==> src/rtl/gsensor_spi_pkg.sv <==
// Shared constants, command layout and FSM state type
// for the accelerometer-style SPI register slave.
package gsensor_spi_pkg;

  localparam logic [5:0] ADDR_DEVID      = 6'h00;
  localparam logic [5:0] ADDR_RW_LO      = 6'h1D;
  localparam logic [5:0] ADDR_INT_ENABLE = 6'h2E;
  localparam logic [5:0] ADDR_INT_MAP    = 6'h2F;
  localparam logic [5:0] ADDR_RW_HI      = 6'h31;
  localparam logic [5:0] ADDR_DATAX0     = 6'h32;
  localparam logic [5:0] ADDR_DATAX1     = 6'h33;
  localparam logic [5:0] ADDR_DATAY0     = 6'h34;
  localparam logic [5:0] ADDR_DATAY1     = 6'h35;
  localparam logic [5:0] ADDR_DATAZ0     = 6'h36;
  localparam logic [5:0] ADDR_DATAZ1     = 6'h37;

  localparam int NUM_RW = 21;
  localparam int IDX_INT_ENABLE =
    int'(ADDR_INT_ENABLE) - int'(ADDR_RW_LO);
  localparam int IDX_INT_MAP =
    int'(ADDR_INT_MAP) - int'(ADDR_RW_LO);

  localparam int CMD_RNW      = 7;
  localparam int CMD_MB       = 6;
  localparam int CMD_ADDR_MSB = 5;
  localparam int CMD_ADDR_LSB = 0;

  typedef enum logic [1:0] {
    ST_IDLE,
    ST_CMD,
    ST_DATA
  } state_e;

  function automatic logic is_rw(
    input logic [5:0] a
  );
    return (a >= ADDR_RW_LO) && (a <= ADDR_RW_HI);
  endfunction

  function automatic logic is_data(
    input logic [5:0] a
  );
    return (a >= ADDR_DATAX0) && (a <= ADDR_DATAZ1);
  endfunction

endpackage

==> src/rtl/gsensor_spi_sync.sv <==
// Synchroniser and edge detector for CSN, SCLK and SDI.
// Ports: clk/rst, raw csn/sclk/sdi in; synced csn/sdi,
// csn_fall/csn_rise, sclk_rise/sclk_fall strobes out.
module gsensor_spi_sync #(
  parameter int SYNC_STAGES = 2
) (
  input  logic clk,
  input  logic rst,
  input  logic csn,
  input  logic sclk,
  input  logic sdi,
  output logic csn_s,
  output logic sdi_s,
  output logic csn_fall,
  output logic csn_rise,
  output logic sclk_rise,
  output logic sclk_fall
);

  logic [SYNC_STAGES-1:0] csn_sh_q, csn_sh_d;
  logic [SYNC_STAGES-1:0] sclk_sh_q, sclk_sh_d;
  logic [SYNC_STAGES-1:0] sdi_sh_q, sdi_sh_d;
  logic csn_prev_q, csn_prev_d;
  logic sclk_prev_q, sclk_prev_d;
  logic sclk_s;

  always_comb begin
    csn_sh_d  = {csn_sh_q[SYNC_STAGES-2:0], csn};
    sclk_sh_d = {sclk_sh_q[SYNC_STAGES-2:0], sclk};
    sdi_sh_d  = {sdi_sh_q[SYNC_STAGES-2:0], sdi};
    csn_prev_d  = csn_sh_q[SYNC_STAGES-1];
    sclk_prev_d = sclk_sh_q[SYNC_STAGES-1];
  end

  // CSN resets low ("busy"): a transaction can only start
  // after CSN has been observed high following reset.
  always_ff @(posedge clk) begin
    if (rst) begin
      csn_sh_q    <= '0;
      sclk_sh_q   <= '1;
      sdi_sh_q    <= '0;
      csn_prev_q  <= 1'b0;
      sclk_prev_q <= 1'b1;
    end else begin
      csn_sh_q    <= csn_sh_d;
      sclk_sh_q   <= sclk_sh_d;
      sdi_sh_q    <= sdi_sh_d;
      csn_prev_q  <= csn_prev_d;
      sclk_prev_q <= sclk_prev_d;
    end
  end

  assign csn_s     = csn_sh_q[SYNC_STAGES-1];
  assign sclk_s    = sclk_sh_q[SYNC_STAGES-1];
  assign sdi_s     = sdi_sh_q[SYNC_STAGES-1];
  assign csn_fall  = csn_prev_q & ~csn_s;
  assign csn_rise  = ~csn_prev_q & csn_s;
  assign sclk_rise = ~sclk_prev_q & sclk_s;
  assign sclk_fall = sclk_prev_q & ~sclk_s;

endmodule

==> src/rtl/gsensor_spi_slave.sv <==
// SPI mode-3 register slave: DEVID, 21 r/w regs, XYZ data.
// Ports: iCLK/iRST, SPI pins, iSAMPLE strobe, oINT2, oWR_*.
// Build option GSENSOR_SPI_BURST_EN: MB=1 auto-increments.
module gsensor_spi_slave #(
  parameter logic [7:0] DEVID       = 8'hE5,
  parameter int         SYNC_STAGES = 2
) (
  input  logic        iCLK,
  input  logic        iRST,
  input  logic        iSPI_CSN,
  input  logic        iSPI_CLK,
  input  logic        iSPI_SDI,
  output logic        oSPI_SDO,
  output logic        oSPI_SDO_OE,
  input  logic [47:0] iSAMPLE,
  input  logic        iSAMPLE_VALID,
  output logic        oINT2,
  output logic        oWR_STB,
  output logic [5:0]  oWR_ADDR,
  output logic [7:0]  oWR_DATA
);
  import gsensor_spi_pkg::*;

  logic csn_s, sdi_s, csn_fall, csn_rise;
  logic sclk_rise, sclk_fall, sclk_re, sclk_fe;

  state_e state_q, state_d;
  logic [2:0] bit_q, bit_d;
  logic [6:0] rx_q, rx_d;
  logic [7:0] tx_q, tx_d;
  logic tx_dat_q, tx_dat_d;
  logic [5:0] addr_q, addr_d;
  logic rnw_q, rnw_d;
  logic hit_q, hit_d;
`ifdef GSENSOR_SPI_BURST_EN
  logic mb_q, mb_d;
`endif
  logic [NUM_RW-1:0][7:0] rw_q, rw_d;
  logic [5:0][7:0] dat_q, dat_d;
  logic [47:0] pend_q, pend_d;
  logic pend_vld_q, pend_vld_d;
  logic rdy_q, rdy_d;
  logic sdo_q, sdo_d;
  logic oe_q, oe_d;
  logic int2_q, int2_d;
  logic stb_q, stb_d;
  logic [5:0] wa_q, wa_d;
  logic [7:0] wd_q, wd_d;

  logic [7:0] byte_in;
  logic [5:0] cmd_addr;
  logic [5:0] nxt_addr;
  logic [4:0] wr_off;

  gsensor_spi_sync #(
    .SYNC_STAGES(SYNC_STAGES)
  ) u_sync (
    .clk      (iCLK),
    .rst      (iRST),
    .csn      (iSPI_CSN),
    .sclk     (iSPI_CLK),
    .sdi      (iSPI_SDI),
    .csn_s    (csn_s),
    .sdi_s    (sdi_s),
    .csn_fall (csn_fall),
    .csn_rise (csn_rise),
    .sclk_rise(sclk_rise),
    .sclk_fall(sclk_fall)
  );

  assign sclk_re = sclk_rise & ~csn_s;
  assign sclk_fe = sclk_fall & ~csn_s;

  // Offsets use modular 5/3-bit arithmetic; the ranges
  // are contiguous and shorter than the modulus.
  function automatic logic [7:0] reg_rd(
    input logic [5:0] a
  );
    logic [4:0] ro;
    logic [2:0] dof;
    ro  = a[4:0] - ADDR_RW_LO[4:0];
    dof = a[2:0] - ADDR_DATAX0[2:0];
    unique case (1'b1)
      (a == ADDR_DEVID): return DEVID;
      is_rw(a):          return rw_q[ro];
      is_data(a):        return dat_q[dof];
      default:           return 8'h00;
    endcase
  endfunction

  always_comb begin
    state_d    = state_q;
    bit_d      = bit_q;
    rx_d       = rx_q;
    tx_d       = tx_q;
    tx_dat_d   = tx_dat_q;
    addr_d     = addr_q;
    rnw_d      = rnw_q;
    hit_d      = hit_q;
`ifdef GSENSOR_SPI_BURST_EN
    mb_d       = mb_q;
`endif
    rw_d       = rw_q;
    dat_d      = dat_q;
    pend_d     = pend_q;
    pend_vld_d = pend_vld_q;
    rdy_d      = rdy_q;
    sdo_d      = sdo_q;
    stb_d      = 1'b0;
    wa_d       = wa_q;
    wd_d       = wd_q;
    byte_in    = {rx_q, sdi_s};
    cmd_addr   = byte_in[CMD_ADDR_MSB:CMD_ADDR_LSB];
    wr_off     = addr_q[4:0] - ADDR_RW_LO[4:0];
`ifdef GSENSOR_SPI_BURST_EN
    nxt_addr   = mb_q ? addr_q + 6'd1 : addr_q;
`else
    nxt_addr   = addr_q;
`endif

    unique case (state_q)
      ST_IDLE: begin
        if (csn_fall) begin
          state_d = ST_CMD;
          bit_d   = '0;
          rx_d    = '0;
          hit_d   = 1'b0;
        end
      end
      ST_CMD: begin
        if (sclk_re) begin
          rx_d  = byte_in[6:0];
          bit_d = bit_q + 3'd1;
          if (bit_q == 3'd7) begin
            state_d  = ST_DATA;
            rnw_d    = byte_in[CMD_RNW];
`ifdef GSENSOR_SPI_BURST_EN
            mb_d     = byte_in[CMD_MB];
`endif
            addr_d   = cmd_addr;
            tx_d     = reg_rd(cmd_addr);
            tx_dat_d = is_data(cmd_addr);
          end
        end
      end
      ST_DATA: begin
        if (sclk_fe && rnw_q) begin
          sdo_d = tx_q[7];
          tx_d  = {tx_q[6:0], 1'b1};
          // A data byte counts as returned once its
          // MSB goes out on the wire.
          if (bit_q == 3'd0)
            hit_d = hit_q | tx_dat_q;
        end
        if (sclk_re) begin
          rx_d  = byte_in[6:0];
          bit_d = bit_q + 3'd1;
          if (bit_q == 3'd7) begin
            addr_d   = nxt_addr;
            tx_d     = reg_rd(nxt_addr);
            tx_dat_d = is_data(nxt_addr);
            if (!rnw_q && is_rw(addr_q)) begin
              rw_d[wr_off] = byte_in;
              stb_d        = 1'b1;
              wa_d         = addr_q;
              wd_d         = byte_in;
            end
          end
        end
      end
      default: state_d = ST_IDLE;
    endcase

    if (csn_rise) begin
      if (hit_q)
        rdy_d = 1'b0;
      state_d = ST_IDLE;
      bit_d   = '0;
      rx_d    = '0;
      hit_d   = 1'b0;
      sdo_d   = 1'b1;
    end

    // Placed after the clear so a copy on the same
    // cycle leaves DATA_READY set.
    if (pend_vld_q && csn_s && state_q == ST_IDLE) begin
      dat_d      = pend_q;
      rdy_d      = 1'b1;
      pend_vld_d = 1'b0;
    end
    if (iSAMPLE_VALID) begin
      pend_d     = iSAMPLE;
      pend_vld_d = 1'b1;
    end

    oe_d   = (state_d == ST_DATA) && rnw_d;
    int2_d = rdy_q & rw_q[IDX_INT_ENABLE][7]
                   & rw_q[IDX_INT_MAP][7];
  end

  always_ff @(posedge iCLK) begin
    if (iRST) begin
      state_q    <= ST_IDLE;
      bit_q      <= '0;
      rx_q       <= '0;
      tx_q       <= '0;
      tx_dat_q   <= 1'b0;
      addr_q     <= '0;
      rnw_q      <= 1'b0;
      hit_q      <= 1'b0;
`ifdef GSENSOR_SPI_BURST_EN
      mb_q       <= 1'b0;
`endif
      rw_q       <= '0;
      dat_q      <= '0;
      pend_q     <= '0;
      pend_vld_q <= 1'b0;
      rdy_q      <= 1'b0;
      sdo_q      <= 1'b1;
      oe_q       <= 1'b0;
      int2_q     <= 1'b0;
      stb_q      <= 1'b0;
      wa_q       <= '0;
      wd_q       <= '0;
    end else begin
      state_q    <= state_d;
      bit_q      <= bit_d;
      rx_q       <= rx_d;
      tx_q       <= tx_d;
      tx_dat_q   <= tx_dat_d;
      addr_q     <= addr_d;
      rnw_q      <= rnw_d;
      hit_q      <= hit_d;
`ifdef GSENSOR_SPI_BURST_EN
      mb_q       <= mb_d;
`endif
      rw_q       <= rw_d;
      dat_q      <= dat_d;
      pend_q     <= pend_d;
      pend_vld_q <= pend_vld_d;
      rdy_q      <= rdy_d;
      sdo_q      <= sdo_d;
      oe_q       <= oe_d;
      int2_q     <= int2_d;
      stb_q      <= stb_d;
      wa_q       <= wa_d;
      wd_q       <= wd_d;
    end
  end

  assign oSPI_SDO    = sdo_q;
  assign oSPI_SDO_OE = oe_q;
  assign oINT2       = int2_q;
  assign oWR_STB     = stb_q;
  assign oWR_ADDR    = wa_q;
  assign oWR_DATA    = wd_q;

endmodule

==> config.mk <==
export PLATFORM = sky130hd
export DESIGN_NAME = gsensor_spi_slave
export DESIGN_NICKNAME = d
export VERILOG_FILES = /design/src/rtl/gsensor_spi_pkg.sv /design/src/rtl/gsensor_spi_sync.sv /design/src/rtl/gsensor_spi_slave.sv
export SDC_FILE = /design/constraint.sdc
export NUM_CORES = 1
export LEC_CHECK = 0
export CAP_MARGIN = 30
export CORE_AREA = 2 2 262 212
export CTS_CLUSTER_DIAMETER = 60
export DETAILED_ROUTE_END_ITERATION = 12
export DIE_AREA = 0 0 264 214
export GPL_ROUTABILITY_DRIVEN = 0
export REMOVE_ABC_BUFFERS = 1
export SYNTH_ARGS = -nofsm -noshare
export SYNTH_HDL_FRONTEND = slang
export SYNTH_HIERARCHICAL = 1
export SYNTH_SLANG_ARGS = --single-unit
==> constraint.sdc <==
create_clock -name iCLK -period 7 [get_ports iCLK]
set_clock_uncertainty 0.2 [all_clocks]
set_input_delay 0.7 -clock iCLK [delete_from_list [all_inputs] [get_ports iCLK]]
set_output_delay 0.7 -clock iCLK [all_outputs]
set_load 0.03 [all_outputs]
* Word-level counts from Yosys, hierarchy flattened
Index checks and enable logic that the tools add are counted.
** Operators by class
- Add/subtract/negate cells :: 5
- Magnitude comparators :: 13
- Equal/unequal tests :: 12
- Multiplexer cells :: 48
- Bitwise logic cells :: 16
- Reduce and logical (&&, ||, !) cells :: 32
** Operators by type and width (count)
- $bwmux W168 :: 1
- $bmux W8 S5 :: 2
- $mux W8 :: 10
- $bmux W8 S3 :: 2
- $pmux W8 S3 :: 2
- $demux W8 S5 :: 1
- $le A6 B6 Y1 const B :: 4
- $mux W1 :: 16
- $pmux W8 S2 :: 1
- $mux W7 :: 2
- $ne A2 B2 Y1 const B :: 7
- $pmux W7 S2 :: 1
- $ge A6 B5 Y1 const B :: 2
- $ge A6 B6 Y1 const B :: 2
- $logic_not A6 Y1 :: 2
- $lt A5 B6 Y1 const B :: 2
- $reduce_bool A2 Y1 :: 6
- $logic_and A1 B1 Y1 :: 10
- $sub A5 B5 Y5 const B :: 2
- $reduce_and A3 Y1 :: 3
- $and A1 B1 Y1 :: 8
- $lt A3 B4 Y1 const B :: 2
- $mux W2 :: 4
- $reduce_and A4 Y1 :: 2
- 20 further kinds :: 32
** Storage, ports and cells
- Register bits after elaboration :: 321
- Input bits :: 54
- Output and inout port bits :: 18
- Word-level logic and storage cells :: 175

* Longest topological paths before layout
- Word-level depth :: 8
- Mapped depth :: 15

* Hierarchy
Netlist, hierarchy kept.
** Modules (own cells, without submodules)
- gsensor_spi_slave :: times used 1, cells each 1610, area each 15783.9 um^2
- gsensor_spi_sync :: times used 1, cells each 20, area each 235.2 um^2

* Worst setup path after synthesis
Ideal clock, no wire load.
- Path kind :: register -> register
- From :: reg rx_q[0]
- To :: reg tx_q[0]
- Setup time :: 131 ps
- Arrival :: 2981 ps
- Required time :: 6669 ps
- Path slack :: 3688 ps
- Cell stages (with the launch flop) :: 13
- Path buffers :: 5
- Clock period less this slack :: 3312 ps
- Path through :: dfxtp_1 -> clkbuf_1 -> clkbuf_1 -> buf_2 -> inv_1 -> ha_1 -> buf_2 -> clkbuf_1 -> mux4_2 -> mux2i_1 -> o21ai_0 -> a21oi_1 -> o32ai_1
** On the way
- Cells in the longest elaborated chain, start to end :: 7
- Elaborated cells between the ends (all ways) :: 17
- Classes of those cells :: 2 x add/sub; 4 x order compare; 8 x mux; 3 x reduce/logical
** RTL lines
- start: declaration :: RTL line gsensor_spi_slave.sv:29 : logic [6:0] rx_q, rx_d;
- start signal: assignment :: RTL line gsensor_spi_slave.sv:228 : rx_q <= rx_d;
- $sub A5 B5 Y5 or $sub A3 B2 Y3 (tied branches) :: RTL line gsensor_spi_slave.sv:81, gsensor_spi_slave.sv:82
- $bmux W8 S5 or $bmux W8 S3 (tied branches) :: RTL line gsensor_spi_slave.sv:85, gsensor_spi_slave.sv:86
- $mux W8 (on tied branches) :: RTL line gsensor_spi_slave.sv:85, gsensor_spi_slave.sv:86
- $pmux W8 S3 * :: RTL line gsensor_spi_slave.sv:83 : unique case (1'b1)
- $mux W8 * :: RTL line gsensor_spi_slave.sv:134 : if (bit_q == 3'd7) begin
- $mux W8 * :: RTL line gsensor_spi_slave.sv:131 : if (sclk_re) begin
- $pmux W8 S2 * :: RTL line gsensor_spi_slave.sv:121 : unique case (state_q)
- end signal: assignment :: RTL line gsensor_spi_slave.sv:229 : tx_q <= tx_d;
- end: declaration :: RTL line gsensor_spi_slave.sv:30 : logic [7:0] tx_q, tx_d;
Every way passes the cells marked *; elsewhere a longest branch is shown, timed or not. The select of a mux whose other input is x is not followed.
A chain may end at the register's enable or synchronous reset.

* Final worst setup path
Same ends and word-level chain as after synthesis.

==> results.json <==
{
  "grt_antenna_before_repair": 2,
  "die_h_um": 214,
  "synth_edf_count": 0,
  "core_area_sq_mm": 0.0536,
  "use_met2_pct": 22.6,
  "cpMostUsedCell": "buf_4",
  "cp-end-kind": "flip-flop",
  "reg2reg_slack_ns": 2.83,
  "p_per_area_mw_per_mm2": 209,
  "final_cell_mix": "dfxtp_1, nor2_1, mux2i_1",
  "cp_max_fo": 39,
  "outcome": "completed",
  "cts-root-buf": "clkbuf_16",
  "worst-slew-pin-transition_ns": 1.04,
  "synthesis.instances": 1630,
  "area_delta_synth_final_pct": 13.3,
  "gr-total-overflow": 0,
  "cts_buffers": 34,
  "clk_pin_slew_worst_paths_ns": 0.06,
  "num_io_pins": 72,
  "postRouteAntennaNets": 0,
  "drtIter0Drc": 1370,
  "timing.setup.tns_ns": 0,
  "drive_above_1_share_pct": 12.1,
  "rsz0062_at_grt": "no",
  "worstHoldPathType": "reg -> reg",
  "first_pass_iters": 7,
  "grt_max_degree": 97,
  "ir_worst_vdd_mv": 0.152,
  "arrival_ns": 4.36,
  "async_flop_share_pct": 0,
  "die-width_um": 264,
  "dpl.hpwl_mm": 31.0,
  "postCtsHoldBufs": 0,
  "drv_slew": 0,
  "crit_type": "reg -> reg",
  "fin_ws_ns": 2.83,
  "wl_mm": 45.8,
  "final_common_cell": "dfxtp_1",
  "reg2reg_depth": 10,
  "period_needed_ns": 4.17,
  "vias": 12568,
  "initial_core_util_pct": 29.9,
  "hold_path_depth": 1,
  "yosys_warnings": 6,
  "cts_setup_buffers": 0,
  "reg2reg_from": "rx_q[0]",
  "diodes": 0,
  "slew_headroom_pct": 30.9,
  "cp.required_ns": 7.19,
  "r2r-end": "tx_q[0]",
  "synth.area.top_cells": "dfxtp_1, mux2i_1, mux4_2, nor2_1, nand2_1",
  "cp_cell_sequence": "buf_4, inv_1, ha_1, buf_4, mux4_2, and2_0, a2111oi_0, nor4_1, a21oi_1, o32ai_1",
  "cpPeakStageDelay_ns": 0.85,
  "avgSynthCellArea_sq_um": 9.83,
  "syn_area_sq_mm": 0.0160,
  "synth_flop_cell": "dfxtp_1",
  "clk_latency_ns": 0.53,
  "start_kind": "flip-flop",
  "hold_end": "u_sync/sclk_sh_q[1]",
  "dpl_worst_slack_ns": 2.91,
  "synth_top_area_cell": "dfxtp_1",
  "die_area_sq_mm": 0.0565,
  "io_buffers": 71,
  "grt-busiest-layer": "met1",
  "period_share_pct": 59.6,
  "cp_num_buf_inv": 3,
  "drc": 0,
  "max-cap-violations": 0,
  "seq_area_frac_synth_pct": 40.1,
  "grt_pass1_wl_mm": 71.4,
  "critical-path-top-delay-family": "buffers and inverters",
  "setup_viol": 0,
  "nNetsFinal": 1695,
  "h-tree-depth": 2,
  "synth_seq_cells": 321,
  "grt_use_met3_pct": 3.85,
  "use_met1_pct": 23.5,
  "fp-row-count": 76,
  "cpMaxStageDelayCell": "ha_1",
  "cp.depth": 10,
  "hold_viol_final": 0,
  "synth.distinct_cells": 64,
  "grt_pass1_vias": 12119,
  "wl_per_cell_um": 19.5,
  "fmax_mhz": 240,
  "cts_sinks": 321,
  "cts_tree": "built",
  "cts_resized": 0,
  "grt_util_all_layers_pct": 15.8,
  "p_leak_nw": 6.06,
  "cts_buffer_depth": 3,
  "vias_per_cell": 5.36,
  "min_from": "u_sync/sclk_sh_q[0]",
  "synth_top_area_share_pct": 40.1
}
-- flip-flops by register name, summed over array words and instances, names as in the netlist --
register and cells:
u_sync/sdi_sh_q 2, dat_q 48, hit_q 1, u_sync/sclk_prev_q 1, u_sync/sclk_sh_q 2, u_sync/csn_sh_q 2, oWR_DATA 8, oINT2 1
oSPI_SDO 1, rx_q 7, addr_q 6, oWR_ADDR 6, oSPI_SDO_OE 1, state_q 2, bit_q 3, pend_q 48
tx_dat_q 1, u_sync/csn_prev_q 1, rw_q 168, rdy_q 1, tx_q 8, rnw_q 1, pend_vld_q 1, oWR_STB 1
-- worst reg2reg max path: stages, from the launching register on --
cell and delay, ns:
dfxtp_2 0.31, buf_4 0.47, inv_1 0.24, ha_1 0.85
buf_4 0.50, mux4_2 0.39, and2_0 0.18, a2111oi_0 0.50
nor4_1 0.09, a21oi_1 0.18, o32ai_1 0.12
-- final cells by class --
cell class / instances / area, sq um
clock buffer: 50 / 1030
clock inverter: 9 / 56.3
fill: 5487 / 35500
inverter: 17 / 63.8
multi-input combinational: 1146 / 8750
sequential: 321 / 6430
tap: 702 / 878
timing repair buffer: 98 / 931
-- per-layer routing --
| layer | up-vias | wire (um) |
|---|---|---|
| met1 | 6223 | 21200 |
| li1 | 5743 | - |
| met4 | 2 | 1050 |
| met5 | - | 41 |
| met2 | 520 | 19200 |
| met3 | 80 | 4310 |
-- power by group --
group	total (mW)	switching, mW	internal (mW)
Clock	1.78	0.753	1.03
Combinational	0.147	0.0836	0.0639
Sequential	1.86	0.0134	1.85
Total	3.79	0.850	2.94
-- stage by stage --
stage / instances / util, % / power (mW) / hold WS [ns] / area, sq um
after CTS: 2343 / 33.8 / 3.83 / 0.208 / 18100
after floorplan: 1484 / - / 1.96 / 0.183 / 15200
after global routing: 2343 / 33.8 / 3.91 / 0.223 / 18100
after global placement: 2281 / 31.7 / 2.05 / 0.193 / 17000
final: 2343 / 33.8 / 3.79 / 0.208 / 18100
after detailed placement: 2284 / 31.8 / 2.05 / 0.194 / 17100
-- logic make-up (layout without fill, tap and decap cells) --
family                     count (synthesis)  after routing  synth area share, %
and+or+nand+nor                          558            558                 14.8
muxes                                    344            344                 29.0
DFF                                      321            321                 40.1
AOI/OAI and AO/OA                        210            210                 8.27
buffers and inverters                    163            174                 5.35
adders and majority gates                 23             23                 1.80
xor gates and xnor gates                  11             11                0.601
-- worst max path at each step --
stage,startpoint,endpoint,slack [ns]
3_5_place_dp,rx_q[0],tx_q[0],2.91
5_1_grt,rx_q[0],tx_q[0],2.58
4_1_cts,rx_q[0],tx_q[0],2.87
6_report,rx_q[0],tx_q[0],2.83
3_3_place_gp,rx_q[0],tx_q[0],2.94
2_1_floorplan,u_sync/sdi_sh_q[1],tx_q[0],1.32
-- cell usage after synthesis, drive strengths merged (4+ instances only) --
master and instances:
nor4 6, nor2 247, a31oi 10, a211oi 9, a2111oi 5, a311oi 4, mux2i 242, nand2 198
or2 6, o21ai 22, mux4 96, clkbuf 64, a32oi 4, and3 32, dfxtp 321, nand3 24
buf 82, o22ai 5, xor2 5, a21oi 109, a221o 7, or3 4, nor3 11, nand3b 5
o211ai 5, o2bb2ai 4, xnor2 6, inv 17, ha 23, mux2 6, a22oi 5, nor2b 10
nand2b 5
Note: power is estimated with default switching activity, not from simulation.
